===== src/rtl/spi_cmd_receiver.sv =====
// spi_cmd_receiver: arms on a key match, shifts in one SPI mode-0 command (address + data bytes), emits a write strobe; define SPI_CMD_PARITY_EN to require a trailing XOR check byte
module spi_cmd_receiver #(
  parameter int DATA_BYTES     = 2,
  parameter int TIMEOUT_CYCLES = 1024
) (
  input  logic                    clk,
  input  logic                    rst,
  input  logic                    sin,
  input  logic                    sclk,
  input  logic                    match,
  output logic                    wr_en,
  output logic [7:0]              wr_addr,
  output logic [8*DATA_BYTES-1:0] wr_data,
  output logic                    busy,
  output logic                    err
);
`ifdef SPI_CMD_PARITY_EN
  localparam int TOTAL = DATA_BYTES + 2;
`else
  localparam int TOTAL = DATA_BYTES + 1;
`endif
  localparam int BW = $clog2(TOTAL + 1);
  localparam int TW = $clog2(TIMEOUT_CYCLES + 1);
  localparam logic [BW-1:0] LAST_BYTE = BW'(TOTAL - 1);
  localparam logic [TW-1:0] TMO_LAST  = TW'(TIMEOUT_CYCLES - 1);
  typedef enum logic {IDLE, ARMED} state_t;
  state_t                  state_q;
  logic                    sclk_q;
  logic [2:0]              bit_cnt_q;
  logic [BW-1:0]           byte_cnt_q;
  logic [6:0]              shift_q;
  logic [8*(TOTAL-1)-1:0]  buf_q;
  logic [TW-1:0]           tmo_q;
  logic                    wr_en_q;
  logic                    busy_q;
  logic                    err_q;
  logic [7:0]              wr_addr_q;
  logic [8*DATA_BYTES-1:0] wr_data_q;
  logic                    rise;
  logic                    last_bit;
  logic                    check_ok;
  logic [7:0]              byte_d;
  logic [8*TOTAL-1:0]      cmd_d;
`ifdef SPI_CMD_PARITY_EN
  logic [7:0]              chk_d;
`endif
  // Edge detect and the whole command as it looks once the current bit lands
  always_comb begin
    rise     = sclk & ~sclk_q;
    byte_d   = {shift_q, sin};
    cmd_d    = {buf_q, byte_d};
    last_bit = (bit_cnt_q == 3'd7) && (byte_cnt_q == LAST_BYTE);
`ifdef SPI_CMD_PARITY_EN
    chk_d = '0;
    for (int i = 1; i < TOTAL; i++) chk_d ^= cmd_d[8*i +: 8];
    check_ok = chk_d == cmd_d[7:0];
`else
    check_ok = 1'b1;
`endif
  end
  // Receive FSM: match (re)arms, each sclk rise shifts a bit, last bit strobes or flags, idle too long aborts
  always_ff @(posedge clk) begin
    if (!rst) begin
      state_q    <= IDLE;
      sclk_q     <= 1'b0;
      bit_cnt_q  <= '0;
      byte_cnt_q <= '0;
      shift_q    <= '0;
      buf_q      <= '0;
      tmo_q      <= '0;
      wr_en_q    <= 1'b0;
      wr_addr_q  <= '0;
      wr_data_q  <= '0;
      busy_q     <= 1'b0;
      err_q      <= 1'b0;
    end else begin
      sclk_q  <= sclk;
      wr_en_q <= 1'b0;
      err_q   <= 1'b0;
      if (match) begin
        state_q    <= ARMED;
        busy_q     <= 1'b1;
        bit_cnt_q  <= '0;
        byte_cnt_q <= '0;
        shift_q    <= '0;
        buf_q      <= '0;
        tmo_q      <= '0;
      end else if (state_q == ARMED) begin
        if (rise) begin
          tmo_q     <= '0;
          shift_q   <= byte_d[6:0];
          bit_cnt_q <= bit_cnt_q + 3'd1;
          if (bit_cnt_q == 3'd7) begin
            byte_cnt_q <= byte_cnt_q + BW'(1);
            buf_q      <= cmd_d[8*(TOTAL-1)-1:0];
          end
          if (last_bit) begin
            state_q <= IDLE;
            busy_q  <= 1'b0;
            wr_en_q <= check_ok;
            err_q   <= ~check_ok;
            if (check_ok) begin
              wr_addr_q <= cmd_d[8*TOTAL-1 -: 8];
              wr_data_q <= cmd_d[8*TOTAL-9 -: 8*DATA_BYTES];
            end
          end
        end else if (tmo_q == TMO_LAST) begin
          state_q <= IDLE;
          busy_q  <= 1'b0;
          err_q   <= 1'b1;
        end else begin
          tmo_q <= tmo_q + TW'(1);
        end
      end
    end
  end
  assign wr_en   = wr_en_q;
  assign wr_addr = wr_addr_q;
  assign wr_data = wr_data_q;
  assign busy    = busy_q;
  assign err     = err_q;
endmodule


===== config.mk =====
export PLATFORM = sky130hd
export DESIGN_NAME = spi_cmd_receiver
export DESIGN_NICKNAME = d
export VERILOG_FILES = /design/src/rtl/spi_cmd_receiver.sv
export SDC_FILE = /design/constraint.sdc
export NUM_CORES = 1
export LEC_CHECK = 0
export CAP_MARGIN = 15
export CORE_MARGIN = 4
export CORE_UTILIZATION = 30
export DETAILED_ROUTE_END_ITERATION = 8
export GPL_ROUTABILITY_DRIVEN = 0
export SKIP_LAST_GASP = 1
export SYNTH_ARGS = -nofsm -noshare
export SYNTH_HDL_FRONTEND = slang
export SYNTH_SLANG_ARGS = --single-unit

===== constraint.sdc =====
create_clock -name clk -period 1.9 [get_ports clk]
set_input_delay 0.38 -clock clk [delete_from_list [all_inputs] [get_ports clk]]
set_output_delay 0.38 -clock clk [all_outputs]
set_load 0.01 [all_outputs]

==> summary.txt <==
Synthesis
  – Seq cells post-synth: 68
  – Seq/Total Area, Yosys: 0.5091
  – Syn Area/Cell: 8.202 µm²
  – Syn Inst Count: 326
  – Yosys top cell area share: 0.5091
  – Synth cell types: 35
  – EDFF count, synth: 0
  – Mapped cell area: 2674 µm²
  – Yosys warns: 0
  – Post-synth net total: 335
  – Main synth FF type: dfxtp_1
  – Synth top area cells: dfxtp_1 51%, nand2_1 15%, a21oi_1 6.0%
  – Async SR Flop Fraction: 0
  – Yosys top cell by area: dfxtp_1

Drt
  – DRC viols: 0
  – Vias post-DR: 2224
  – DR pass1 iterations: 4
  – Final ANT Viol Nets: 0
  – Vias/cell: 4.595
  – Routed len/inst: 11.84 µm
  – DRT Wirelength: 5730 µm
  – Initial DRC Count: 74

Cells and area
  – Diodes inserted: 0
  – Share of post-route cells with drive strength above 1: 0.1117
  – Area Growth Syn to Fin: 29.71%
  – Final core utilization: 0.3997
  – Filler cell count: 891
  – Layout Nets: 380
  – Non-Filler Instances: 484
  – Post-route cell area: 3468 µm²
  – Multi-input gate area: 1212 µm²
  – Register area: 1361 µm²
  – Most frequent cells in the layout: 108 x nand2_1, 68 x dfxtp_1, 32 x a21oi_1, 31 x clkdlybuf4s50_1
  – Most common cell after layout, fill and taps aside: nand2_1

Global route
  – Initial antenna violation count: 0
  – Grt total ovfl: 0
  – Total GRT Usage: 0.1209
  – Largest net degree at the start of global routing: 29
  – Number of global-route vias before repair: 2144
  – First-pass GRT wire length: 9880 µm

Clocking
  – Post-CTS Setup Bufs: 0
  – # resized after CTS: 0
  – Clock Sinks: 68
  – TritonCTS clock tree: built
  – Clock Tree Buf Depth: 2
  – CTS Hold Bufs: 0
  – CTS Buf Count: 9
  – H-tree depth: 3
  – Latest clock arrival within the worst-skew pair: 340 ps
  – Clock Tree Root: clkbuf_8
  – Worst-path clk slew: 70 ps

Timing
  – Skew final: 7.219 ps
  – Max Clk Rate: 0.5863 GHz
  – Relative slew slack: 0.7809
  – Hold Vio Cnt, Final: 0
  – Final setup violation count: 0
  – RSZ-0062 raised after global routing: no
  – Min Tclk post-route: 1706 ps
  – Final period utilization: 0.8977
  – Setup TNS: 0 ps
  – Max-slew violation count: 0
  – Least-Margin Pin Slew: 328.7 ps

Placement
  – Dpl cell area: 3233 µm²
  – I/O Buffers: 31
  – DP Cell Count: 468
  – Detail Placement HPWL: 4045 µm

Critical path
  – CP Data Required Time: 2170 ps
  – Reg2reg end: wr_data[10]
  – Worst R2R Start: bit_cnt_q[0]
  – CP Max Fanout: 7
  – Startpoint Class: input port
  – WP data arrival: 1980 ps
  – CP Capture Type: flip-flop
  – Worst reg2reg setup slack: 260 ps
  – CP Class: in2reg
  – R2R depth: 7

Worst hold path
  – Hold Crit Class: reg2reg
  – Worst Hold Path EP: wr_addr[3]
  – Hold path cells: 2
  – HP Start: buf_q[11]

Floorplan
  – I/O pins: 32
  – Die H: 102.4 µm
  – Initial Util: 0.3081
  – Standard-cell row count: 34
  – Chip Width: 102.4 µm
  – Total Die Area: 10490 µm²
  – Core ar.: 8678 µm²

Status
  – Status: finished clean

Pwr
  – VDD IR-drop max: 0.2741 mV
  – Total Power: 2919 µW
  – Static Leakage: 0.001178 µW
  – Power Density: 841.7 nW/µm²

Run
  – Max_cap viols: 0
kinds of logic (layout without fill, tap and decap cells):
group | Yosys count | in the layout | share of synthesized area
XOR/XNOR | 2 | 2 | 0.006552
AO/OA/AOI/OAI | 75 | 75 | 0.1769
adder cells (fa/ha/maj) | 4 | 4 | 0.01872
flip-flops | 68 | 68 | 0.5091
AND/OR/NAND/NOR | 153 | 153 | 0.2438
buffers and inverters | 22 | 72 | 0.03744
multiplexers | 2 | 2 | 0.007487
flip-flops by register name (all words and copies together) (netlist names), 2 cells and up:
register and count:
tmo_q 11, shift_q 7, wr_data 16, bit_cnt_q 3, byte_cnt_q 2, buf_q 16
wr_addr 8
how the worst max path moves through the flow:
stage	from	end	slack, ps	depth (start not counted)
after global routing	sclk	wr_data[10]	40	8
after CTS	sclk	tmo_q[4]	210	7
after floorplan	bit_cnt_q[0]	wr_addr[0]	230	8
final	sclk	tmo_q[4]	190	7
after global placement	sclk	tmo_q[2]	-130	7
after detailed placement	sclk	tmo_q[4]	-160	7
area by class of cell:
cell class	instances	share of cell area
sequential	68	0.3925
multi-input combinational	236	0.3496
timing repair buffer	53	0.1479
clock buffer	11	0.04365
tap	108	0.03896
clock inverter	5	0.02417
inverter	3	0.003247
per-stage QoR:
step,setup slack (ps),hold slack (ps)
2_1_floorplan,230.0,431.0
3_3_place_gp,-132.1,443.5
3_5_place_dp,-155.4,444.0
4_1_cts,206.8,451.6
5_1_grt,39.22,461.9
6_report,194.4,452.1
cells in the mapped netlist (4+ instances only):
cell and number:
ha_1 4, a21boi_0 19, nand3_1 5, buf_2 8, a31oi_1 5, clkbuf_1 10, a21oi_1 32, and2_1 5
dfxtp_1 68, a21boi_1 5, nor2_1 17, nand2_1 108, o21ai_0 6
critical path: stages:
cell             delay [ps]
clkdlybuf4s50_1         400
nor2b_1                 140
buf_4                   150
or2_0                   320
a211oi_4                310
a31oi_1                 130
a31oi_1                 140
power breakdown:
group          switching (µW)  internal, µW
clock network             557           812
registers                6.70          1430
logic                    60.2          52.5
metal layers:
metal  vias to the layer above  routed length [µm]  track usage
met1                      1010                2786       0.1540
li1                       1163                   -            -
met5                         -                   0            0
met3                        10                 251      0.02867
met2                        41                2551       0.1899
met4                         0                 141      0.06357
Note: power is estimated with default switching activity, not from simulation.
==> RTL edit (same settings) <==
Put one more register stage on the output `err`, with the module's reset. The value now appears one clock later. The other outputs are not delayed to match.
--- a/src/rtl/spi_cmd_receiver.sv
+++ b/src/rtl/spi_cmd_receiver.sv
@@ -119,5 +119,11 @@
   assign wr_data = wr_data_q;
   assign busy    = busy_q;
-  assign err     = err_q;
+  always_ff @(posedge clk) begin
+    if (!rst) begin
+      err <= '0;
+    end else begin
+      err <= err_q;
+    end
+  end
 endmodule
 
Behaviour: same outputs for any inputs over 10 cycles, from zero or initial values and one cycle with rst low; that may be too few to reach the edited logic, so the function may still have changed.
==> RTL edit against the original RTL <==
Wire length increased by 0.91%; combinational power grew 4%; worst setup slack lost 0.081 ns; largest power group unchanged; area after synthesis increased by 1.6%; maximum frequency fell by 4.5%; sequential cell count grew 1; cell area is 1.8% higher; synthesized cell count fell by 1.5%; register-to-register slack lost 0.15 ns; global-route usage decreased by 0.30 points; largest cell class unchanged; count of clock-buffer cells in the layout fell by 2; power increased by 0.64%.
==> RTL edit: results (changes against the original RTL) <==
Clock network
  • CTS Buf Count: 9 (unchanged)
  • Max H-tree Level: 3 (unchanged)
  • Sink Count: 69 (+1.5%)

Synthesis
  • Commonest cells in the netlist: nand2_1, dfxtp_1, a21oi_1
  • Syn Area/Cell: 8.46 sq um (+3.2%)
  • Largest cells by area after synthesis: dfxtp_1, nand2_1, a21oi_1
  • Post-synth cell types: 42 (+20%)
  • Syn nets: 330 (-1.5%)
  • Register area share after synthesis: 50.9% (-0.060 points)

Placement
  • Setup WS pre-CTS: -0.153 ns (+0.00210 ns)
  • Placed cell area: 3260 sq um (+0.85%)
  • Inst Count DP: 462 (-1.3%)
  • Final HPWL DP: 3960 um (-2.1%)

Cells and area
  • FF+latch area: 1390 sq um (+1.8%)
  • Non-CTS inverters: 2 (-1)
  • Comb_multi_in: 228 (-3.4%)
  • Layout cell share with drive strength beyond 1: 15.3% (+4.2 points)
  • Final cell count without fillers: 480 (-0.83%)
  • Clock buf count: 9 (-2)
  • Number of fill cells in the layout: 913 (+2.5%)
  • Number of non-clock buffers: 57 (+7.5%)
  • Signal buffers share of area: 15.1% (+0.27 points)
  • Multi-input gate area: 1240 sq um (+2.2%)
  • Nets: 376 (-1.1%)
  • Clock buf/inv share: 6.52% (-0.26 points)

STA
  • Worst-Margin Slew: 0.443 ns (+0.114 ns)
  • Worst Skew: 0.00793 ns (+0.000713 ns)

Global route
  • Grt met1 use: 15.3% (-0.083 points)
  • Largest net degree at the start of global routing: 31 (+6.9%)
  • Met3 Resource Use GR: 2.98% (+0.11 points)
  • Vias in the first global route: 2041 (-4.8%)
  • Global Route Usage Sum: 11.8% (-0.30 points)
  • Grt met2 use: 17.8% (-1.2 points)
  • First-pass GRT wire length: 9730 um (-1.5%)

Power and ir drop
  • Static leakage: 1.17 nW (-0.46%)
  • Power Density: 832 nW/um^2 (-1.1%)
  • Peak VDD IR: 0.298 mV (+8.8%)

Route
  • WL/cell: 12.0 um (+1.7%)
  • WL met2: 2680 um (+4.9%)
  • Detailed Route Iter0 Violations: 143 (+93%)
  • Vias/cell: 4.70 (+2.3%)
  • M1 WL: 2770 um (-0.75%)
  • Pre-Repair DR Iteration Count: 4 (unchanged)
  • DR WL met3: 209 um (-17%)

Critical path
  • Slowest-stage cell, CP: or3_4
  • CP peak stage delay: 0.41 ns
  • Crit path max-delay family: simple AND/OR/NAND/NOR gates
  • Crit path DAT: 2.06 ns (+0.08 ns)
  • Worst-path fanout max: 5 (-2)

Outcome
  • Status: finished, final reports clean
-- RTL edit: power breakdown --
group	total, mW	internal (mW)	switching [mW]
combinational	0.118	0.0539	0.0638
sequential	1.46	1.45	0.00752
clock	1.36	0.762	0.600
total	2.94	2.27	0.672
-- RTL edit: final timing paths --
kind,start,to,slack (ns),cells after the start
min,buf_q[12],wr_addr[4],0.45,2
max,tmo_q[0],tmo_q[1],0.11,7
max reg2reg,tmo_q[0],tmo_q[1],0.11,7
min reg2reg,buf_q[12],wr_addr[4],0.45,2
-- RTL edit: logic make-up (layout without fill, tap and decap cells) --
family                     after synthesis  after routing  synth area share [%]
xor gates and xnor gates                 2              2                 0.645
adders and majority gates                4              4                  1.84
muxes                                    1              1                 0.369
and+or+nand+nor                        146            146                  23.4
buffers and inverters                   24             75                  4.19
DFF                                     69             69                  50.9
AOI/OAI and AO/OA                       75             75                  18.7
-- RTL edit: timing repair --
item | in CTS | in global routing
endpoints found under the setup margin | 0 | 5
setup buffers | 0 | 1
resized for setup | 0 | 8
